File: config.mk
export PLATFORM = sky130hd
export DESIGN_NAME = rr_arbiter_hold_flat
export DESIGN_NICKNAME = d
export VERILOG_FILES = /design/src/rtl/rr_arbiter_hold_pkg.sv /design/src/rtl/rr_arbiter_hold_if.sv /design/src/rtl/rr_arbiter_hold_pick.sv /design/src/rtl/rr_arbiter_hold.sv /design/src/flat_wrapper.sv
export SDC_FILE = /design/constraint.sdc
export NUM_CORES = 1
export LEC_CHECK = 0
export ABC_AREA = 1
export CORE_MARGIN = 3
export CORE_UTILIZATION = 31
export CTS_CLUSTER_SIZE = 10
export DETAILED_ROUTE_END_ITERATION = 6
export GPL_ROUTABILITY_DRIVEN = 0
export GPL_TIMING_DRIVEN = 0
export MAX_ROUTING_LAYER = met4
export SETUP_SLACK_MARGIN = 0.5
export SLEW_MARGIN = 10
export SYNTH_ARGS = -nofsm -noshare
export SYNTH_HDL_FRONTEND = slang
export SYNTH_SLANG_ARGS = --single-unit
File: constraint.sdc
create_clock -name clk -period 3.5 [get_ports clk]
set_input_delay 0.7 -clock clk [delete_from_list [all_inputs] [get_ports clk]]
set_output_delay 0.7 -clock clk [all_outputs]
set_load 0.05 [all_outputs]
File: src/rtl/rr_arbiter_hold_pkg.sv
// Shared types and helpers for the hold-capable round-robin arbiter.
package rr_arb_pkg;

  typedef enum logic {
    IDLE  = 1'b0,
    GRANT = 1'b1
  } state_t;

  // Circular increment used to move the priority pointer past the last owner.
  function automatic int unsigned wrap_inc(input int unsigned v, input int unsigned n);
    if (v + 1 >= n) begin
      return 0;
    end
    return v + 1;
  endfunction

endpackage

File: src/rtl/rr_arbiter_hold_if.sv
// Request/grant bundle between the requesters (master) and the arbiter (slave).
interface rr_arbiter_hold_if #(
  parameter int N  = 4,
  parameter int IW = $clog2(N)
);
  logic [N-1:0]  req;
  logic [N-1:0]  grant;
  logic          grant_valid;
  logic [IW-1:0] grant_id;
  logic          timeout;

  modport master (
    output req,
    input  grant,
    input  grant_valid,
    input  grant_id,
    input  timeout
  );

  modport slave (
    input  req,
    output grant,
    output grant_valid,
    output grant_id,
    output timeout
  );
endinterface

File: src/rtl/rr_arbiter_hold_pick.sv
// Circular first-set search: lowest index at or after ptr, wrapping past N-1.
module rr_pick #(
  parameter int N  = 4,
  localparam int IW = $clog2(N)
) (
  input  logic [N-1:0]  mask,
  input  logic [IW-1:0] ptr,
  output logic          found,
  output logic [IW-1:0] idx
);

  logic [2*N-1:0] dbl;
  logic [N-1:0]   rot;
  logic [IW-1:0]  off;
  int             sum;

  // Rotating a doubled copy puts position ptr at bit 0.
  assign dbl = {mask, mask} >> ptr;

  genvar gi;
  generate
    for (gi = 0; gi < N; gi++) begin : g_rot
      assign rot[gi] = dbl[gi];
    end
  endgenerate

  always_comb begin
    found = 1'b0;
    off   = '0;
    sum   = 0;
    for (int k = N - 1; k >= 0; k--) begin
      if (rot[k]) begin
        found = 1'b1;
        off   = IW'(k);
      end
    end
    sum = int'(ptr) + int'(off);
    if (sum >= N) begin
      sum = sum - N;
    end
    idx = IW'(sum);
  end

endmodule

File: src/rtl/rr_arbiter_hold.sv
// Registered round-robin arbiter: owner keeps the grant while requesting,
// with an optional hold timeout that rotates ownership when others wait.
module rr_arbiter_hold
  import rr_arb_pkg::*;
#(
  parameter int N        = 4,
  parameter int MAX_HOLD = 16,
  localparam int IW      = $clog2(N),
  localparam int CW      = (MAX_HOLD < 1) ? 1 : $clog2(MAX_HOLD + 1)
) (
  input logic             clk,
  input logic             rst_n,
  rr_arbiter_hold_if.slave bus
);

  localparam logic [N-1:0]  ONE     = {{(N-1){1'b0}}, 1'b1};
  localparam logic [CW-1:0] CNT_TOP = CW'(MAX_HOLD);
  localparam logic [CW-1:0] CNT_SAT = (MAX_HOLD == 0) ? CW'(1) : CW'(MAX_HOLD);

  state_t        state_reg, state_next;
  logic [IW-1:0] ptr_reg, ptr_next;
  logic [CW-1:0] cnt_reg, cnt_next;
  logic [N-1:0]  grant_reg, grant_next;
  logic [IW-1:0] grant_id_reg, grant_id_next;
  logic          timeout_reg, timeout_next;

  logic [N-1:0]  owner_mask;
  logic [N-1:0]  pre_mask;
  logic [IW-1:0] ptr_after;
  logic [IW-1:0] pick_ptr;
  logic          owner_active;
  logic          pick_found, pre_found;
  logic [IW-1:0] pick_idx, pre_idx;

  genvar gi;
  generate
    for (gi = 0; gi < N; gi++) begin : g_owner
      assign owner_mask[gi] = (grant_id_reg == IW'(gi));
    end
  endgenerate

  assign ptr_after    = IW'(wrap_inc(int'(grant_id_reg), N));
  assign owner_active = bus.req[grant_id_reg];
  assign pre_mask     = bus.req & ~owner_mask;
  // From IDLE search from the stored pointer; while granting, from just past the owner.
  assign pick_ptr     = (state_reg == GRANT) ? ptr_after : ptr_reg;

  rr_pick #(.N(N)) u_pick_main (
    .mask  (bus.req),
    .ptr   (pick_ptr),
    .found (pick_found),
    .idx   (pick_idx)
  );

  rr_pick #(.N(N)) u_pick_preempt (
    .mask  (pre_mask),
    .ptr   (ptr_after),
    .found (pre_found),
    .idx   (pre_idx)
  );

  always_comb begin
    state_next    = state_reg;
    ptr_next      = ptr_reg;
    cnt_next      = cnt_reg;
    grant_next    = grant_reg;
    grant_id_next = grant_id_reg;
    timeout_next  = 1'b0;
    unique case (state_reg)
      IDLE: begin
        if (pick_found) begin
          grant_next    = ONE << pick_idx;
          grant_id_next = pick_idx;
          cnt_next      = CW'(1);
          state_next    = GRANT;
        end
      end
      GRANT: begin
        if (!owner_active) begin
          // Release wins over a coincident timeout.
          ptr_next = ptr_after;
          if (pick_found) begin
            grant_next    = ONE << pick_idx;
            grant_id_next = pick_idx;
            cnt_next      = CW'(1);
          end else begin
            grant_next = '0;
            state_next = IDLE;
          end
        end else if ((MAX_HOLD != 0) && (cnt_reg == CNT_TOP) && pre_found) begin
          ptr_next      = ptr_after;
          grant_next    = ONE << pre_idx;
          grant_id_next = pre_idx;
          cnt_next      = CW'(1);
          timeout_next  = 1'b1;
        end else if (cnt_reg < CNT_SAT) begin
          cnt_next = cnt_reg + CW'(1);
        end
      end
      default: begin
        state_next = IDLE;
        grant_next = '0;
      end
    endcase
  end

  always_ff @(posedge clk or negedge rst_n) begin
    if (!rst_n) begin
      state_reg    <= IDLE;
      ptr_reg      <= '0;
      cnt_reg      <= '0;
      grant_reg    <= '0;
      grant_id_reg <= '0;
      timeout_reg  <= 1'b0;
    end else begin
      state_reg    <= state_next;
      ptr_reg      <= ptr_next;
      cnt_reg      <= cnt_next;
      grant_reg    <= grant_next;
      grant_id_reg <= grant_id_next;
      timeout_reg  <= timeout_next;
    end
  end

  assign bus.grant       = grant_reg;
  assign bus.grant_valid = |grant_reg;
  assign bus.grant_id    = grant_id_reg;
  assign bus.timeout     = timeout_reg;

endmodule

File: src/flat_wrapper.sv
// flat-port wrapper written by rule: the top's interface ports become plain ports
module rr_arbiter_hold_flat import rr_arb_pkg::*;
#(
  parameter int N        = 4,
  parameter int MAX_HOLD = 16,
  localparam int IW      = $clog2(N),
  localparam int CW      = (MAX_HOLD < 1) ? 1 : $clog2(MAX_HOLD + 1)
)
  (clk, rst_n, bus_req, bus_grant, bus_grant_valid, bus_grant_id, bus_timeout);
  rr_arbiter_hold_if #(.N(N)) bus_i ();
  input logic clk;
  input logic rst_n;
  input wire logic [$bits(bus_i.req)-1:0] bus_req;
  output wire logic [$bits(bus_i.grant)-1:0] bus_grant;
  output wire logic [$bits(bus_i.grant_valid)-1:0] bus_grant_valid;
  output wire logic [$bits(bus_i.grant_id)-1:0] bus_grant_id;
  output wire logic [$bits(bus_i.timeout)-1:0] bus_timeout;
  assign bus_i.req = bus_req;
  assign bus_grant = bus_i.grant;
  assign bus_grant_valid = bus_i.grant_valid;
  assign bus_grant_id = bus_i.grant_id;
  assign bus_timeout = bus_i.timeout;
  rr_arbiter_hold #(.N(N), .MAX_HOLD(MAX_HOLD)) u_core (.clk(clk), .rst_n(rst_n), .bus(bus_i));
endmodule
After elaboration in Yosys (flattened, before gate mapping)
Cells that the tools add are included.
Widths: inputs -> output; s select.
- bits in registers: 15
- bits in latches: 0
- RAM bits: 0
- ROM bits: 0
- input bits: 6
- output and inout port bits: 8
- logic and storage cells: 82
- memories: 0
- add/sub/neg operators: 6
- multipliers: 0
- div/mod/pow operators: 0
- magnitude comparators: 5
- equal/unequal tests: 8
- shifts and indexed selects: 4
- muxes and demuxes: 45
- bitwise logic cells: 3
- reduce and logical (&&, ||, !) cells: 5
- operator list (operator ; count):
    $mux 2 ; 17
    $mux 5 ; 4
    $mux 4 ; 4
    $shr 8x2->4 ; 2
    $mux 1 ; 15
    $pmux 5 s2 ; 1
    $ge 3x3->1 const B ; 3
    $pmux 4 s2 ; 1
    $shl 1x2->4 const A ; 2
    $add 2x2->3 ; 2
    $add 5x1->5 const B ; 1
    $eq 5x5->1 const B ; 1
    $lt 5x5->1 const B ; 1
    $and 4x4->4 ; 1
    $eq 2x2->1 const B ; 2
    $ne 4x4->1 const B ; 1
    $not 4->4 ; 1
    $pmux 2 s2 ; 1
    $reduce_and 2->1 ; 2
    $reduce_or 4->1 ; 1
    $sub 2x1->2 const B ; 2
    $add 2x1->3 const B ; 1
    $lt 2x3->1 const B ; 1
    $ne 3x3->1 const B ; 1
    other kinds (8) ; 8

Longest topological paths before layout
Gate-level depths: netlist of run 1.
- depth in word-level cells: 17
- mapped depth: 19

By module
Synthesis of run 1 repeated with hierarchy kept, for this count alone.
- cells, all modules: 226
- area total of the unflattened synthesis: 1425.1 um2
- modules (own cells, without submodules) (module ; times used ; cells an instance ; area an instance (um2) ; seq. area each (um2)):
    rr_arbiter_hold ; 1 ; 156 ; 1094.8 ; 375.4
    rr_pick ; 2 ; 35 ; 165.2 ; 0.0

Least setup slack after synthesis of run 1
Ideal clock, no wire load.
- path kind: register -> register
- from: reg u_core.grant_id_reg[0], in the netlist u_core.bus.grant_id[0]
- to: reg u_core.grant_id_reg[1], in the netlist u_core.bus.grant_id[1]
- setup time: 0.126 ns
- arrival: 2.747 ns
- data required time: 3.374 ns
- setup slack: 0.628 ns
- cell stages (with the launch flop): 18
- buffers on the path: 1
- period minus slack after synthesis: 2.872 ns
- path through: dfrtp_1 -> inv_1 -> ha_1 -> buf_6 -> inv_4 -> nand2_1 -> o21ai_1 -> nand3_1 -> nand2_1 -> a21oi_1 -> nor2_1 -> ha_1 -> xor2_1 -> inv_1 -> nand2_1 -> nand2_1 -> o21ai_0 -> a21oi_1
- word-level cells in the longest chain between the ends: 16
- elaborated cells on any way between the ends: 45
- those cells by class: add/sub: 5; order compare: 3; eq/ne: 4; shift: 2; mux: 27; bitwise: 2; reduce/logical: 2
- ends and longest elaborated chain (element ; line ; text):
    start: declaration ; rr_arbiter_hold.sv:24 ; logic [IW-1:0] grant_id_reg, grant_id_next;
    start signal: assignment ; rr_arbiter_hold.sv:120 ; grant_id_reg <= grant_id_next;
    $add 2x1->3 * ; rr_arbiter_hold_pkg.sv:11 ; if (v + 1 >= n) begin
    $ge 3x3->1 ; rr_arbiter_hold_pkg.sv:11 ;
    $mux 1 ; rr_arbiter_hold_pkg.sv:11 ;
    $mux 2 * ; rr_arbiter_hold_pkg.sv:14 ; return v + 1;
    net u_core.ptr_after[1] ; rr_arbiter_hold.sv:29 ; logic [IW-1:0] ptr_after;
    $mux 2 ; rr_arbiter_hold.sv:46 ; assign pick_ptr = (state_reg == GRANT) ? ptr_after : ptr_reg;
    $shr 8x2->4 ; rr_arbiter_hold_pick.sv:18 ; assign dbl = {mask, mask} >> ptr;
    $mux 2 (4 in series) ; rr_arbiter_hold_pick.sv:32 ; if (rot[k]) begin
    $add 2x2->3 ; rr_arbiter_hold_pick.sv:37 ; sum = int'(ptr) + int'(off);
    $ge 3x3->1 / $sub 2x1->2 (equally long branches) ; rr_arbiter_hold_pick.sv:38, rr_arbiter_hold_pick.sv:39 ;
    $mux 2 ; rr_arbiter_hold_pick.sv:38 ; if (sum >= N) begin
    $mux 2 ; rr_arbiter_hold.sv:71, rr_arbiter_hold.sv:82 ;
    $mux 2 ; rr_arbiter_hold.sv:79 ; if (!owner_active) begin
    $pmux 2 s2 ; rr_arbiter_hold.sv:69 ; unique case (state_reg)
Mark *: on every way through the listed nets, which the timed path passes. The rest lies on a longest branch. The select of a mux whose other input is x is not followed.
A chain may end at the register's enable or synchronous reset.

Final worst setup path of run 1
- from: reg u_core.grant_id_reg[1], in the netlist u_core.bus.grant_id[1]
- to: reg u_core.grant_id_reg[1], in the netlist u_core.bus.grant_id[1]
The elaborated chain is that of the path after synthesis.

==> results of run 1 <==
-- through the flow --
step	utilization (%)	hold WS, ns	cell area [µm²]	worst slack, ns
2_1_floorplan	-	0.4044	1376	0.6275
3_3_place_gp	37.86	0.4860	1569	0.5802
3_5_place_dp	37.86	0.4902	1569	0.6124
4_1_cts	38.95	0.5071	1614	0.5934
5_1_grt	39.28	0.5428	1628	0.5299
6_report	39.28	0.4977	1628	0.8433
-- worst max-delay path: stages (launching register included) --
cell and delay (ns):
dfrtp_2 0.45, inv_1 0.12, ha_1 0.25, buf_6 0.14, inv_4 0.10, nand2_1 0.07
o21ai_2 0.14, nand3_1 0.12, nand2_1 0.11, a21oi_1 0.07, nor2_1 0.10, ha_1 0.17
xor2_1 0.17, inv_1 0.06, nand2_1 0.06, nand2_1 0.11, o21ai_0 0.21, a21oi_1 0.09
-- per-layer routing --
metal | vias to the layer above | wire length, µm | global-route usage, %
li1 | 735 | - | -
met1 | 617 | 1522 | 17.88
met2 | 12 | 1415 | 22.14
met3 | 4 | 64 | 2.893
met4 | 0 | 20 | 3.074
met5 | - | 0 | -
-- how the worst min path moves through the flow --
stage | startpoint | end | slack, ns | cells after the start
finish | u_core.bus.grant[3]$_DFFE_PN0P_ | u_core.bus.grant[3]$_DFFE_PN0P_ | 0.50 | 2
floorplan | rst_n | u_core.bus.grant[0]$_DFFE_PN0P_ | 0.40 | 0
global placement | u_core.bus.grant[3]$_DFFE_PN0P_ | u_core.bus.grant[3]$_DFFE_PN0P_ | 0.49 | 2
global route | u_core.bus.grant[3]$_DFFE_PN0P_ | u_core.bus.grant[3]$_DFFE_PN0P_ | 0.54 | 2
CTS | u_core.bus.grant[3]$_DFFE_PN0P_ | u_core.bus.grant[3]$_DFFE_PN0P_ | 0.51 | 2
detailed placement | u_core.bus.grant[3]$_DFFE_PN0P_ | u_core.bus.grant[3]$_DFFE_PN0P_ | 0.49 | 2
-- placed cells by master, fill, tap and decap left out, drive strengths merged --
| cell type | n |
|---|---|
| o211ai | 2 |
| dfrtp | 15 |
| a21oi | 9 |
| nand3b | 1 |
| nand3 | 28 |
| nor2 | 21 |
| clkbuf | 4 |
| buf | 2 |
| or4 | 1 |
| nand2 | 89 |
| o21ai | 15 |
| inv | 24 |
| clkdlybuf4s50 | 13 |
| xnor2 | 1 |
| nor3 | 1 |
| ha | 8 |
| xor2 | 3 |
-- layout make-up --
cell class                      instances  area share [%]
Buffer                                  2           1.384
Clock buffer                            4           2.767
Inverter                               24           5.688
Multi-Input combinational cell        179           55.11
Sequential cell                        15           23.21
Tap cell                               50           3.843
Timing Repair Buffer                   13           7.994
-- kinds of logic after synthesis --
| family | Yosys count | share of synthesized area [%] |
|---|---|---|
| simple gates | 141 | 44.18 |
| buf+inv | 26 | 8.364 |
| flops | 15 | 27.27 |
| compound gates | 26 | 10.36 |
| fa+ha+maj | 8 | 7.273 |
| xor+xnor | 4 | 2.546 |
-- timing repair --
action / in CTS / in global routing
resized for setup: 0 / 5
hold buffers: 0 / 0
setup endpoints to repair: 0 / 6
hold endpoints to repair: 0 / 0
==> out/results.ini, run 1 <==
[layout]
layoutNonFillerInstCount = 287
nFillCells = 463
nets = 252
antennaDiodeCount = 0
multi_input_area_um2 = 897.1
area_growth_pct = 18.27
drive_gt1_share_pct = 10.13
regArea_um2 = 377.9
largest_register_ffs = 5

[routing]
avgRoutedWirePerCell_um = 10.53
wl_um = 3022
detail_route.first_pass.iterations = 4
drtIter0Drc = 55
drtAntennaViolNets = 0
vias = 1368
vias_per_cell = 4.767
drcViolationCount = 0

[synth]
synth_cell_types = 23
synth_top_area_share_pct = 27.27
synth.ff_latch_count = 15
async_flop_share_pct = 100.0
yosysMostFrequentCell = nand2_1
ys_seq_area_share_pct = 27.27
synthTopCellsByCount = nand2_1, nand3_1, inv_1, nor2_1, dfrtp_1
yosys_warnings = 0
yosysTopAreaCell = dfrtp_1
synth-main-ff-cell = dfrtp_1
syn_avg_cell_area_um2 = 6.256
synth_edf_count = 0
syn_nets = 234
synth_area_leaders = dfrtp_1, nand2_1, nand3_1
syn_area_mm2 = 0.001376
synthCells = 220

[clocking]
clockBufferDepth = 2
cts_setup_buffers = 0
cts_buffers = 3
clock_sinks = 15
clk_pin_slew_worst_paths_ns = 0.06
ctsHtreeMaxLevel = 1
clk_latency_ns = 0.25
cts_root_buf = clkbuf_8
cts_tree = done

[critical_path]
r2r-start = u_core.bus.grant_id[1]$_DFFE_PN0P_
worstPathMaxFanout = 9
cp-start-kind = register
critPathKind = reg -> reg
crit_end = u_core.bus.grant_id[1]$_DFFE_PN0P_
crit_required_ns = 3.63
r2r_end = u_core.bus.grant_id[1]$_DFFE_PN0P_
timing.reg2reg.setup_slack_ns = 0.84
crit_arrival_ns = 2.79
worstSetupEndpointType = register
startpoint = u_core.bus.grant_id[1]$_DFFE_PN0P_
reg2regPathDepth = 17

[placement]
port_buffers = 13
dpl.hpwl_um = 2424
dp_cells = 283

[sta]
final_max_slew_viol_count = 0
relSlewSlack_pct = 52.52
fmax_mhz = 376.4
finalCriticalPeriod_ns = 2.657
timing.final.crit_share_pct = 75.91
worstMarginPinSlew_ns = 0.7100
rsz0062_at_grt = false
clock_skew_ns = 0.001529
setup_viol = 0
fin_tns_setup_ns = 0
hold_viol = 0

[global_routing]
grt_max_degree = 16
grt_pass1_vias = 1319
grt_antenna_before_repair = 0
grt_use_total_pct = 13.80
gr-total-overflow = 0
grt_pass1_wl_um = 5740

[worst_hold_path]
hold_path_class = reg -> reg

[floorplanning]
fp-row-count = 23
die_height_um = 72.63
initial_core_util_pct = 33.21
die-area_mm2 = 0.005275
ios = 14
die_w_um = 72.63
core-area_mm2 = 0.004144

[run]
max-cap-violations = 0

[run_status]
status = finished clean

Power of run 1 is not shown: default switching activity piles up to over one toggle a cycle in this logic, so the estimate is an artifact.
==> run 2, diff against run 1 <==
==> constraint.sdc (replaced) <==
create_clock -name clk -period 2.5 [get_ports clk]
set_input_delay 0.5 -clock clk [delete_from_list [all_inputs] [get_ports clk]]
set_output_delay 0.5 -clock clk [all_outputs]
set_load 0.05 [all_outputs]
==> out/results.ini, run 2 (synthesis gave the netlist of run 1 again) <==
[run_status]
status = finished clean

[routing]
vias_per_cell = 4.925  ; +3.3%
drtIter0Drc = 61  ; +11%
avgRoutedWirePerCell_um = 13.26  ; +26%
drtAntennaViolNets = 0  ; unchanged
detail_route.first_pass.iterations = 4  ; unchanged
vias = 1502  ; +9.8%
drcViolationCount = 0  ; unchanged
wl_um = 4045  ; +34%

[layout]
drive_gt1_share_pct = 40.00  ; +30 points
multi_input_area_mm2 = 0.001160  ; +29%
nFillCells = 421  ; -9.1%
antennaDiodeCount = 0  ; unchanged
largest_register_ffs = 5  ; unchanged
regArea_um2 = 379.1  ; +0.33%
layout_commonest_cell = nand2_1
mostFrequentLayoutCells = nand2_1, nand2_2, nand3_1
area_growth_pct = 49.82
nets = 270  ; +7.1%
layoutNonFillerInstCount = 305  ; +6.3%

[global_routing]
grt_use_total_pct = 15.45  ; +1.7 points
grt_max_degree = 16  ; unchanged
grt_pass1_wl_um = 6348  ; +11%
grt_pass1_vias = 1438  ; +9.0%
gr-total-overflow = 0  ; unchanged
grt_antenna_before_repair = 0  ; unchanged

[sta]
fmax_mhz = 410.3  ; +9.0%
timing.final.crit_share_pct = 97.50  ; +22 points
worstMarginPinSlew_ns = 0.6757  ; -0.03425 ns
rsz0062_at_grt = true
final_max_slew_viol_count = 0  ; unchanged
hold_viol = 0  ; unchanged
fin_tns_setup_ns = 0  ; unchanged
clock_skew_ns = 0.001095  ; -0.0004343 ns
finalCriticalPeriod_ns = 2.437  ; -0.2193 ns
relSlewSlack_pct = 54.81  ; +2.3 points
setup_viol = 0  ; unchanged

[run]
max-cap-violations = 0  ; unchanged

[floorplanning]
die_height_um = 72.63  ; unchanged
ios = 14  ; unchanged
die_w_um = 72.63  ; unchanged
fp-row-count = 23  ; unchanged
core-area_mm2 = 0.004144  ; unchanged
die-area_mm2 = 0.005275  ; unchanged
initial_core_util_pct = 33.21  ; unchanged

[critical_path]
critPathKind = reg -> reg
crit_arrival_ns = 2.59  ; -0.20 ns
cp-start-kind = register
worstSetupEndpointType = register
crit_required_ns = 2.65  ; -0.98 ns
worstPathMaxFanout = 5  ; -4

[clocking]
clk_latency_ns = 0.26  ; about the same
cts_root_buf = clkbuf_8
cts_tree = done
cts_buffers = 3  ; unchanged
cts_hold_buffers = 0  ; unchanged
ctsHtreeMaxLevel = 1  ; unchanged
clk_pin_slew_worst_paths_ns = 0.06  ; about the same
clockBufferDepth = 2  ; unchanged
clock_sinks = 15  ; unchanged

[placement]
dp_cells = 283  ; unchanged
port_buffers = 13  ; unchanged
dpl.hpwl_um = 2590  ; +6.8%

[worst_hold_path]
hold_path_class = reg -> reg

[run 2: routing by layer]
| metal | share of wire [%] | vias to the layer above | global-route usage [%] |
|---|---|---|---|
| met5 | 0 | - | - |
| met4 | 1.7 | 0 | 3.893 |
| met2 | 53 | 14 | 26.95 |
| met3 | 2.2 | 9 | 2.893 |
| li1 | - | 771 | - |
| met1 | 43 | 708 | 18.22 |
[run 2: worst max-delay path, cell delays in order (launching register included)]
cell and delay (ns):
dfrtp_2 0.43, inv_4 0.05, ha_4 0.26, buf_8 0.10
inv_8 0.04, buf_6 0.12, o211ai_1 0.10, nand2_2 0.10
a21oi_2 0.17, nor2_2 0.08, ha_4 0.16, xor2_2 0.14
nand3b_1 0.19, nand2_2 0.15, nor2_2 0.06, a21oi_2 0.11
a21oi_2 0.06
[run 2: final timing paths]
kind | from | endpoint | slack, ns | depth (start not counted)
max | u_core.bus.grant_id[0]$_DFFE_PN0P_ | u_core.bus.grant[1]$_DFFE_PN0P_ | 0.06 | 16
min | u_core.bus.grant[3]$_DFFE_PN0P_ | u_core.bus.grant[3]$_DFFE_PN0P_ | 0.51 | 2
max reg2reg | u_core.bus.grant_id[0]$_DFFE_PN0P_ | u_core.bus.grant[1]$_DFFE_PN0P_ | 0.06 | 16
min reg2reg | u_core.bus.grant[3]$_DFFE_PN0P_ | u_core.bus.grant[3]$_DFFE_PN0P_ | 0.51 | 2
max in group asynchronous | rst_n | u_core.bus.grant_id[0]$_DFFE_PN0P_ | 1.37 | 1
min in group asynchronous | rst_n | u_core.bus.grant[1]$_DFFE_PN0P_ | 0.65 | 1
[run 2: layout make-up]
| class | count | share of cell area [%] |
|---|---|---|
| buffer | 2 | 1.274 |
| sequential | 15 | 18.39 |
| inverter | 24 | 5.097 |
| tap | 50 | 3.034 |
| multi-input combinational | 179 | 56.25 |
| timing repair buffer | 31 | 13.77 |
| clock buffer | 4 | 2.184 |
[run 2: repair_timing]
item                       4_1_cts  5_1_grt
hold endpoints to repair         0        0
setup endpoints to repair       14       14
pin swaps                       26       36
gates resized for setup         35       52
buffers inserted                10        8
gates cloned                     0        0
[run 2: per-stage QoR]
| stage | setup slack, ns | cell area, µm² | hold slack (ns) | util, % |
|---|---|---|---|---|
| 3_3_place_gp | -0.1218 | 1618 | 0.4875 | 39.04 |
| 6_report | 0.06260 | 2062 | 0.5131 | 49.76 |
| 2_1_floorplan | 0.1262 | 1425 | 0.2044 | - |
| 5_1_grt | -0.08791 | 2062 | 0.5556 | 49.76 |
| 4_1_cts | 0.08402 | 1824 | 0.5266 | 44.02 |
| 3_5_place_dp | -0.1551 | 1618 | 0.5104 | 39.04 |
Power of run 2 is left out for the same reason.
